`config.mk`:
```
export PLATFORM = sky130hd
export DESIGN_NAME = seq_borrow_subtractor
export DESIGN_NICKNAME = d
export VERILOG_FILES = /design/src/rtl/seq_borrow_subtractor.sv
export SDC_FILE = /design/constraint.sdc
export NUM_CORES = 1
export LEC_CHECK = 0
export BUFFER_PORTS_ARGS = -buffer_cell sky130_fd_sc_hd__buf_2
export CAP_MARGIN = 30
export CORE_UTILIZATION = 30
export DETAILED_ROUTE_END_ITERATION = 8
export GPL_TIMING_DRIVEN = 0
export SETUP_SLACK_MARGIN = 0.1
export SLEW_MARGIN = 20
export SYNTH_ARGS = -nofsm -noshare
export SYNTH_HDL_FRONTEND = slang
export SYNTH_SLANG_ARGS = --single-unit
```
`constraint.sdc`:
```
create_clock -name clk -period 4.1 [get_ports clk]
set_input_delay 0.41 -clock clk [delete_from_list [all_inputs] [get_ports clk]]
set_output_delay 0.41 -clock clk [all_outputs]
set_load 0.05 [all_outputs]
```
`src/rtl/seq_borrow_subtractor.sv`:
```
// Multi-cycle ripple-borrow subtractor: diff = a - b - bin.
// One CHUNK_WIDTH slice is subtracted per cycle, LSB slice first, and the
// borrow between slices is held in a register. This keeps the critical path
// at one CHUNK_WIDTH+1 bit subtract. Valid/ready handshakes are used on both
// the operand side and the result side.
module seq_borrow_subtractor #(
    parameter int DATA_WIDTH  = 32,
    parameter int CHUNK_WIDTH = 8
) (
    input  logic                  clk,
    input  logic                  rst,
    input  logic                  in_valid,
    output logic                  in_ready,
    input  logic [DATA_WIDTH-1:0] a,
    input  logic [DATA_WIDTH-1:0] b,
    input  logic                  bin,
    output logic                  out_valid,
    input  logic                  out_ready,
    output logic [DATA_WIDTH-1:0] diff,
    output logic                  bout,
    output logic                  ovf
);

    localparam int NUM_CHUNKS = DATA_WIDTH / CHUNK_WIDTH;
    localparam int IDX_W      = (NUM_CHUNKS > 1) ? $clog2(NUM_CHUNKS) : 1;
    localparam logic [IDX_W-1:0] LAST_IDX = IDX_W'(NUM_CHUNKS - 1);
    localparam int TOP_SHIFT  = DATA_WIDTH - CHUNK_WIDTH;

    typedef enum logic [1:0] {
        IDLE,
        CALC,
        DONE
    } state_t;

    state_t                  state;
    logic [DATA_WIDTH-1:0]   a_q;
    logic [DATA_WIDTH-1:0]   b_q;
    logic                    borrow;
    logic [IDX_W-1:0]        idx;
    logic [CHUNK_WIDTH:0]    chunk_res;
    logic                    diff_msb;
    logic                    a_msb;
    logic                    b_msb;

    // Unsigned CHUNK_WIDTH+1 bit subtract. The top bit of the result is set
    // exactly when x - y - br is negative, so it is the borrow-out.
    function automatic logic [CHUNK_WIDTH:0] sub_chunk(
        input logic [CHUNK_WIDTH-1:0] x,
        input logic [CHUNK_WIDTH-1:0] y,
        input logic                   br
    );
        return {1'b0, x} - {1'b0, y} - {{CHUNK_WIDTH{1'b0}}, br};
    endfunction

    // The latched operands shift right after every slice. The slice in work
    // therefore always sits in the low CHUNK_WIDTH bits. On the last slice
    // those low bits hold the operands' sign bits.
    assign chunk_res = sub_chunk(a_q[CHUNK_WIDTH-1:0], b_q[CHUNK_WIDTH-1:0], borrow);
    assign a_msb     = a_q[CHUNK_WIDTH-1];
    assign b_msb     = b_q[CHUNK_WIDTH-1];
    assign diff_msb  = chunk_res[CHUNK_WIDTH-1];

    // Operands are accepted only in IDLE. Reset forces in_ready low
    // immediately.
    assign in_ready = (state == IDLE) && !rst;

    // Control FSM and datapath. Each result slice is shifted into diff from
    // the top. After NUM_CHUNKS slices, slice 0 has reached the LSB end.
    always_ff @(posedge clk) begin
        if (rst) begin
            state     <= IDLE;
            out_valid <= 1'b0;
            diff      <= '0;
            bout      <= 1'b0;
            ovf       <= 1'b0;
            idx       <= '0;
            borrow    <= 1'b0;
            a_q       <= '0;
            b_q       <= '0;
        end else begin
            case (state)
                IDLE: begin
                    if (in_valid) begin
                        a_q    <= a;
                        b_q    <= b;
                        borrow <= bin;
                        idx    <= '0;
                        state  <= CALC;
                    end
                end
                CALC: begin
                    diff   <= (diff >> CHUNK_WIDTH)
                            | (DATA_WIDTH'(chunk_res[CHUNK_WIDTH-1:0]) << TOP_SHIFT);
                    borrow <= chunk_res[CHUNK_WIDTH];
                    a_q    <= a_q >> CHUNK_WIDTH;
                    b_q    <= b_q >> CHUNK_WIDTH;
                    idx    <= idx + IDX_W'(1);
                    if (idx == LAST_IDX) begin
                        bout      <= chunk_res[CHUNK_WIDTH];
                        ovf       <= (a_msb != b_msb) && (diff_msb != a_msb);
                        out_valid <= 1'b1;
                        state     <= DONE;
                    end
                end
                DONE: begin
                    if (out_ready) begin
                        out_valid <= 1'b0;
                        state     <= IDLE;
                    end
                end
                default: begin
                    state     <= IDLE;
                    out_valid <= 1'b0;
                end
            endcase
        end
    end

endmodule
```
==> impl_metrics.toml, run 1 <==
[outcome]
status = "finished clean"

[sta]
fin_tns_setup_ns = 0
holdWs_ns = 0.303
timing.fmax_ghz = 0.339
grt_setup_unrepaired = "no"
slew_headroom_pct = 58.9
setup_violations = 0
finalHoldViolations = 0
period_needed_ns = 2.95
skew_ns = 0.00928
period_share_pct = 71.8
slew_viol_final = 0
worst-slew-pin-transition_ns = 0.616

[layout]
layout-drive-gt1-share_pct = 17.9
final_cells = 988
nets = 855
final_area_sq_um = 5940
final_core_util_pct = 37.4
syn2layout_area_growth_pct = 21.7
n_antenna_cell = 0

[power]
vdd_ir_drop_max_mv = 0.272
power_switching_uw = 778
p_comb_share_pct = 22.3
pwr-share-seq_pct = 44.6
cell_internal_pwr_mw = 1.74
powerDensity_nw_per_um2 = 424
leakage_nw = 2.61
pwr-share-clk_pct = 33.0
switching_share_pct = 30.8

[hold_path]
hp-class = "primary input to flip-flop"
whs_path_depth = 3

[critical_path]
critPathLaunchType = "flip-flop"
worstSetupPathType = "flip-flop to flip-flop"
setup.worst_path.end = "bout$_SDFFE_PP0P_"
r2r_slack_ns = 1.15
crit_path_end_kind = "flip-flop"
worstPathArrival_ns = 3.20
r2r-start = "a_q[0]$_SDFFE_PP0P_"
r2r_cells = 11
crit_start = "a_q[0]$_SDFFE_PP0P_"
reg2reg_to = "bout$_SDFFE_PP0P_"
cp.required_ns = 4.36
crit_path_max_fanout = 2

[cts]
cts_hold_buffers = 0
cts_root_buffer = "clkbuf_16"
h-tree-depth = 3
clock_latency_ns = 0.35
clock_sinks = 104
cts_tree = "done"
cts_buffer_depth = 2
cts_buffers = 9
post_cts_buffers = 0
clk_pin_slew_worst_paths_ns = 0.07
cts_resized = 0

[global_routing]
grt_use_met1_pct = 21.6
grt_most_used_layer = "met2"
grt_use_total_pct = 16.6
use_met2_pct = 26.9
grt_pass1_wl_um = 21300
met3_usage_pct = 4.67
antenna_found_initial = 0
grt_max_degree = 17
grt_overflow = 0
grt_pass1_vias = 4153

[flow_run]
maxCapViolCount = 0

[yosys]
synth_area_sq_um = 4880
ys.warnings.count = 0
ys_top_cells_by_count = "163 x nor2_1, 104 x dfxtp_1, 84 x a21oi_1"
ys_top_cells_by_area = "dfxtp_1 43%, nor2_1 13%, a21oi_1 8.6%"
ys.flop_type = "dfxtp_1"
ys_seq_elements = 104
yosys.area.top_type = "dfxtp_1"
ys_seq_area_share_pct = 42.7
synthArstFlopShare_pct = 0
synthDominantCellAreaShare_pct = 42.7
synth.avg_cell_area_sq_um = 7.44
synth-edff-count = 0
synth_nets = 742
synth_cells = 656
synth.most_common_cell = "nor2_1"
synth_cell_types = 40

[die]
initial_core_util_pct = 30.7
core_area_sq_um = 15900
io-pin-count = 105
die_h_um = 130
die_width_um = 130
die-area_sq_um = 16800
fp-row-count = 46

[routing]
first_pass_iters = 4
wire_per_inst_um = 13.2
drcViolationCount = 0
drt_wl_total_um = 13100
via_per_inst = 4.56
num_vias = 4505
route.antenna.remaining_nets = 0
drt_iter0_drc = 192

[placed_design]
io_buffers = 102
placed_cells = 974
hpwl_um = 9790
place_area_sq_um = 5660
gp_congestion = 0.801
## layout by cell type, fill, tap and decap left out, types with 15 or more instances in the layout
cell      synthesis  layout
ha_1             15      15
inv_1            21      21
a22oi_1          17      17
nor3_1           44      44
buf_2            13     115
a21oi_1          84      84
nor2b_1          50      50
dfxtp_1         104     104
nand2_1          60      60
clkbuf_1         29      29
nor2_1          163     163
## per-stage QoR
stage | total power [mW] | worst slack [ns]
final | 2.52 | 1.15
after global routing | 2.68 | 1.00
after CTS | 2.55 | 1.11
after detailed placement | 1.72 | 1.17
after global placement | 1.71 | 1.18
after floorplan | 1.56 | 1.37
## worst min path at each step
| stage | endpoint | start |
|---|---|---|
| floorplan | a_q[2]$_SDFFE_PP0P_ | a_q[2]$_SDFFE_PP0P_ |
| global placement | out_valid$_SDFFE_PP0P_ | out_valid$_SDFFE_PP0P_ |
| detailed placement | diff[1]$_SDFFE_PP0P_ | diff[1]$_SDFFE_PP0P_ |
| CTS | a_q[24]$_SDFFE_PP0P_ | a[24] |
| global route | b_q[31]$_SDFFE_PP0P_ | b[31] |
| finish | a_q[24]$_SDFFE_PP0P_ | a[24] |
## state kept, by name (all words and copies together), names as in the netlist
| signal | cells |
|---|---|
| diff | 32 |
| idx | 2 |
| ovf | 1 |
| a_q | 32 |
| bout | 1 |
| state | 2 |
| b_q | 32 |
| borrow | 1 |
| out_valid | 1 |
## layout make-up
cell class / instances / area [sq um]
buffer: 50 / 204
sequential: 104 / 2080
tap: 216 / 270
multi-input combinational: 481 / 2520
inverter: 21 / 78.8
fill: 1758 / 9940
timing repair buffer: 102 / 510
clock buffer: 11 / 253
clock inverter: 3 / 26.3
## layer usage
| metal | vias to the layer above | wire, um |
|---|---|---|
| met3 | 13 | 612 |
| li1 | 2391 | - |
| met2 | 115 | 5880 |
| met5 | - | 0 |
| met4 | 0 | 208 |
| met1 | 1986 | 6380 |
## cell families after synthesis
family                     count (synthesis)  share of synthesized area [%]
DFF                                      104                           42.7
and+or+nand+nor                          330                           30.1
adders and majority gates                 17                           4.67
buffers and inverters                     71                           5.79
xor gates and xnor gates                   4                          0.718
AOI/OAI and AO/OA                        128                           15.6
muxes                                      2                          0.436
## power groups by stage
stage	sequential, mW	combinational, mW	clock, mW
floorplan	1.20	0.365	0
global placement	1.15	0.565	0
detailed placement	1.15	0.566	0
CTS	1.13	0.569	0.852
global route	1.14	0.635	0.910
finish	1.13	0.563	0.832
## worst max-delay path: stages, from the launching register on
cell and delay, ns:
dfxtp_1 0.34, fa_1 0.57, inv_1 0.05, ha_1 0.17, or2_2 0.28, fa_1 0.40
nand2b_4 0.17, a21oi_4 0.17, o21ai_2 0.08, a31oi_1 0.20, xnor2_1 0.13, a311oi_1 0.29
(Power assumes the default switching activity.)
==> run 2: changes to the inputs <==
==> constraint.sdc (replaced) <==
create_clock -name clk -period 2.9 [get_ports clk]
set_input_delay 0.29 -clock clk [delete_from_list [all_inputs] [get_ports clk]]
set_output_delay 0.29 -clock clk [all_outputs]
set_load 0.05 [all_outputs]
==> run 2 against run 1 <==
Against the previous run: cell area up 0.67%; cell count rose by 0.40%; count of clock-buffer cells in the layout stayed put; total power up 43%; fmax is 6.2% higher; critical path depth increased by 1; die area is the same; via count grew 0.58%; flip-flop and latch count did not move; sequential share of layout area decreased by 0.19 points.
==> impl_metrics.toml, run 2 (same netlist as run 1, synthesis figures left out) <==
[sta]
finalHoldViolations = 0
grt_setup_unrepaired = "yes"
slew_headroom_pct = 59.0
slew_viol_final = 0
worst-slew-pin-transition_ns = 0.616
skew_ns = 0.00892
setup_violations = 0
period_share_pct = 95.7
setup_ws_ns = 0.125
period_needed_ns = 2.77
timing.fmax_ghz = 0.360

[global_routing]
antenna_found_initial = 0
grt_pass1_vias = 4164
grt_overflow = 0
grt_max_degree = 17
grt_use_total_pct = 16.6
grt_pass1_wl_um = 21400

[die]
io-pin-count = 105
initial_core_util_pct = 30.7
die-area_sq_um = 16800
fp-row-count = 46
die_h_um = 130
die_width_um = 130
core_area_sq_um = 15900

[outcome]
status = "finished clean"

[critical_path]
r2r_cells = 12
cp.required_ns = 3.16
worstSetupPathType = "flip-flop to flip-flop"
worstPathArrival_ns = 3.03
r2r-start = "borrow$_SDFFE_PP0P_"
crit_path_end_kind = "flip-flop"
crit_start = "borrow$_SDFFE_PP0P_"
r2r_slack_ns = 0.13
critPathLaunchType = "flip-flop"
crit_path_max_fanout = 2

[layout]
seqCellArea_sq_um = 2080
n_antenna_cell = 0
fillers = 1753
syn2layout_area_growth_pct = 22.5
reg_top3 = "a_q (32), b_q (32), diff (32)"
final_common_cell = "nor2_1"
layout_common_cells = "163 x nor2_1, 115 x buf_2, 102 x dfxtp_1"
multi_input_area_sq_um = 2520
final_cells = 992
final_area_sq_um = 5980
nets = 859
layout-drive-gt1-share_pct = 19.1

[placed_design]
place_area_sq_um = 5660
gp_congestion = 0.801
dp_slack_ns = -0.0284
placed_cells = 974
io_buffers = 102
hpwl_um = 9790

[routing]
drt_wl_total_um = 13200
drt_iter0_drc = 195
route.antenna.remaining_nets = 0
wire_per_inst_um = 13.3
num_vias = 4531
first_pass_iters = 5
drcViolationCount = 0
via_per_inst = 4.57

[hold_path]
hp-class = "primary input to flip-flop"
whs_path_depth = 3
min_from = "a[24]"

[cts]
cts_buffer_depth = 2
clock_latency_ns = 0.35
cts_tree = "done"
cts_root_buffer = "clkbuf_16"
clk_pin_slew_worst_paths_ns = 0.07
h-tree-depth = 3
cts_buffers = 9
clock_sinks = 104

[power]
leakage_nw = 2.62
powerDensity_nw_per_um2 = 601
vdd_ir_drop_max_mv = 0.386

[flow_run]
maxCapViolCount = 0
## run 2: cell types whose count changed in the layout (fill, tap and decap cells not counted)
| cell | change |
|---|---|
| fa_1 | -1 |
| dfxtp_2 | +2 |
| inv_2 | +2 |
| ha_2 | +1 |
| or2_4 | +1 |
| fa_2 | +1 |
| inv_1 | -2 |
| dfxtp_1 | -2 |
| buf_4 | +4 |
| ha_1 | -1 |
| or2_2 | -1 |
## run 2: routing by layer
metal	wire length, um	vias to the layer above	global-route usage [%]
li1	-	2399	-
met1	6340	2005	21.6
met2	5990	114	27.0
met3	633	13	4.67
met4	208	0	4.51
met5	0	-	0
## run 2: worst paths after layout
kind / endpoint
setup reg to reg: bout$_SDFFE_PP0P_
setup / recovery: bout$_SDFFE_PP0P_
hold reg to reg: diff[3]$_SDFFE_PP0P_
hold / removal: a_q[24]$_SDFFE_PP0P_
## run 2: power by group
group / internal (mW) / switching, mW / total (mW)
Combinational: 0.331 / 0.497 / 0.828
Sequential: 1.53 / 0.0623 / 1.59
Clock: 0.628 / 0.548 / 1.18
Total: 2.49 / 1.11 / 3.60
## run 2: layout make-up
| class | count | area share, % |
|---|---|---|
| clock inverter | 3 | 0.439 |
| tap | 216 | 4.52 |
| inverter | 21 | 1.32 |
| timing repair buffer | 106 | 9.04 |
| multi-input combinational | 481 | 42.2 |
| buffer | 50 | 3.41 |
| clock buffer | 11 | 4.23 |
| sequential | 104 | 34.9 |
## run 2: worst max-delay path: stages, from the launching register on
cell and delay (ns):
dfxtp_2 0.34, inv_2 0.04, fa_1 0.52, inv_1 0.05, ha_2 0.17, or2_4 0.23
fa_2 0.36, nand2b_4 0.16, a21oi_4 0.14, o21ai_2 0.09, a31oi_1 0.16, xnor2_1 0.13
a311oi_1 0.29
## run 2: what timing repair did
| item | in CTS | in global routing |
|---|---|---|
| buffers inserted | 2 | 2 |
| endpoints found under the setup margin | 2 | 3 |
| hold buffers | 0 | 0 |
| pin swaps | 8 | 2 |
| gates resized for setup | 4 | 3 |
| hold endpoints to repair | 0 | 0 |
## run 2: metrics by stage
step	utilization, %	power, mW	setup TNS [ns]	hold slack (ns)
2_1_floorplan	-	2.21	0	0.443
3_3_place_gp	35.6	2.42	-0.0209	0.439
3_5_place_dp	35.6	2.43	-0.0508	0.444
4_1_cts	37.5	3.62	0	0.173
5_1_grt	37.6	3.82	0	0.166
6_report	37.6	3.60	0	0.182
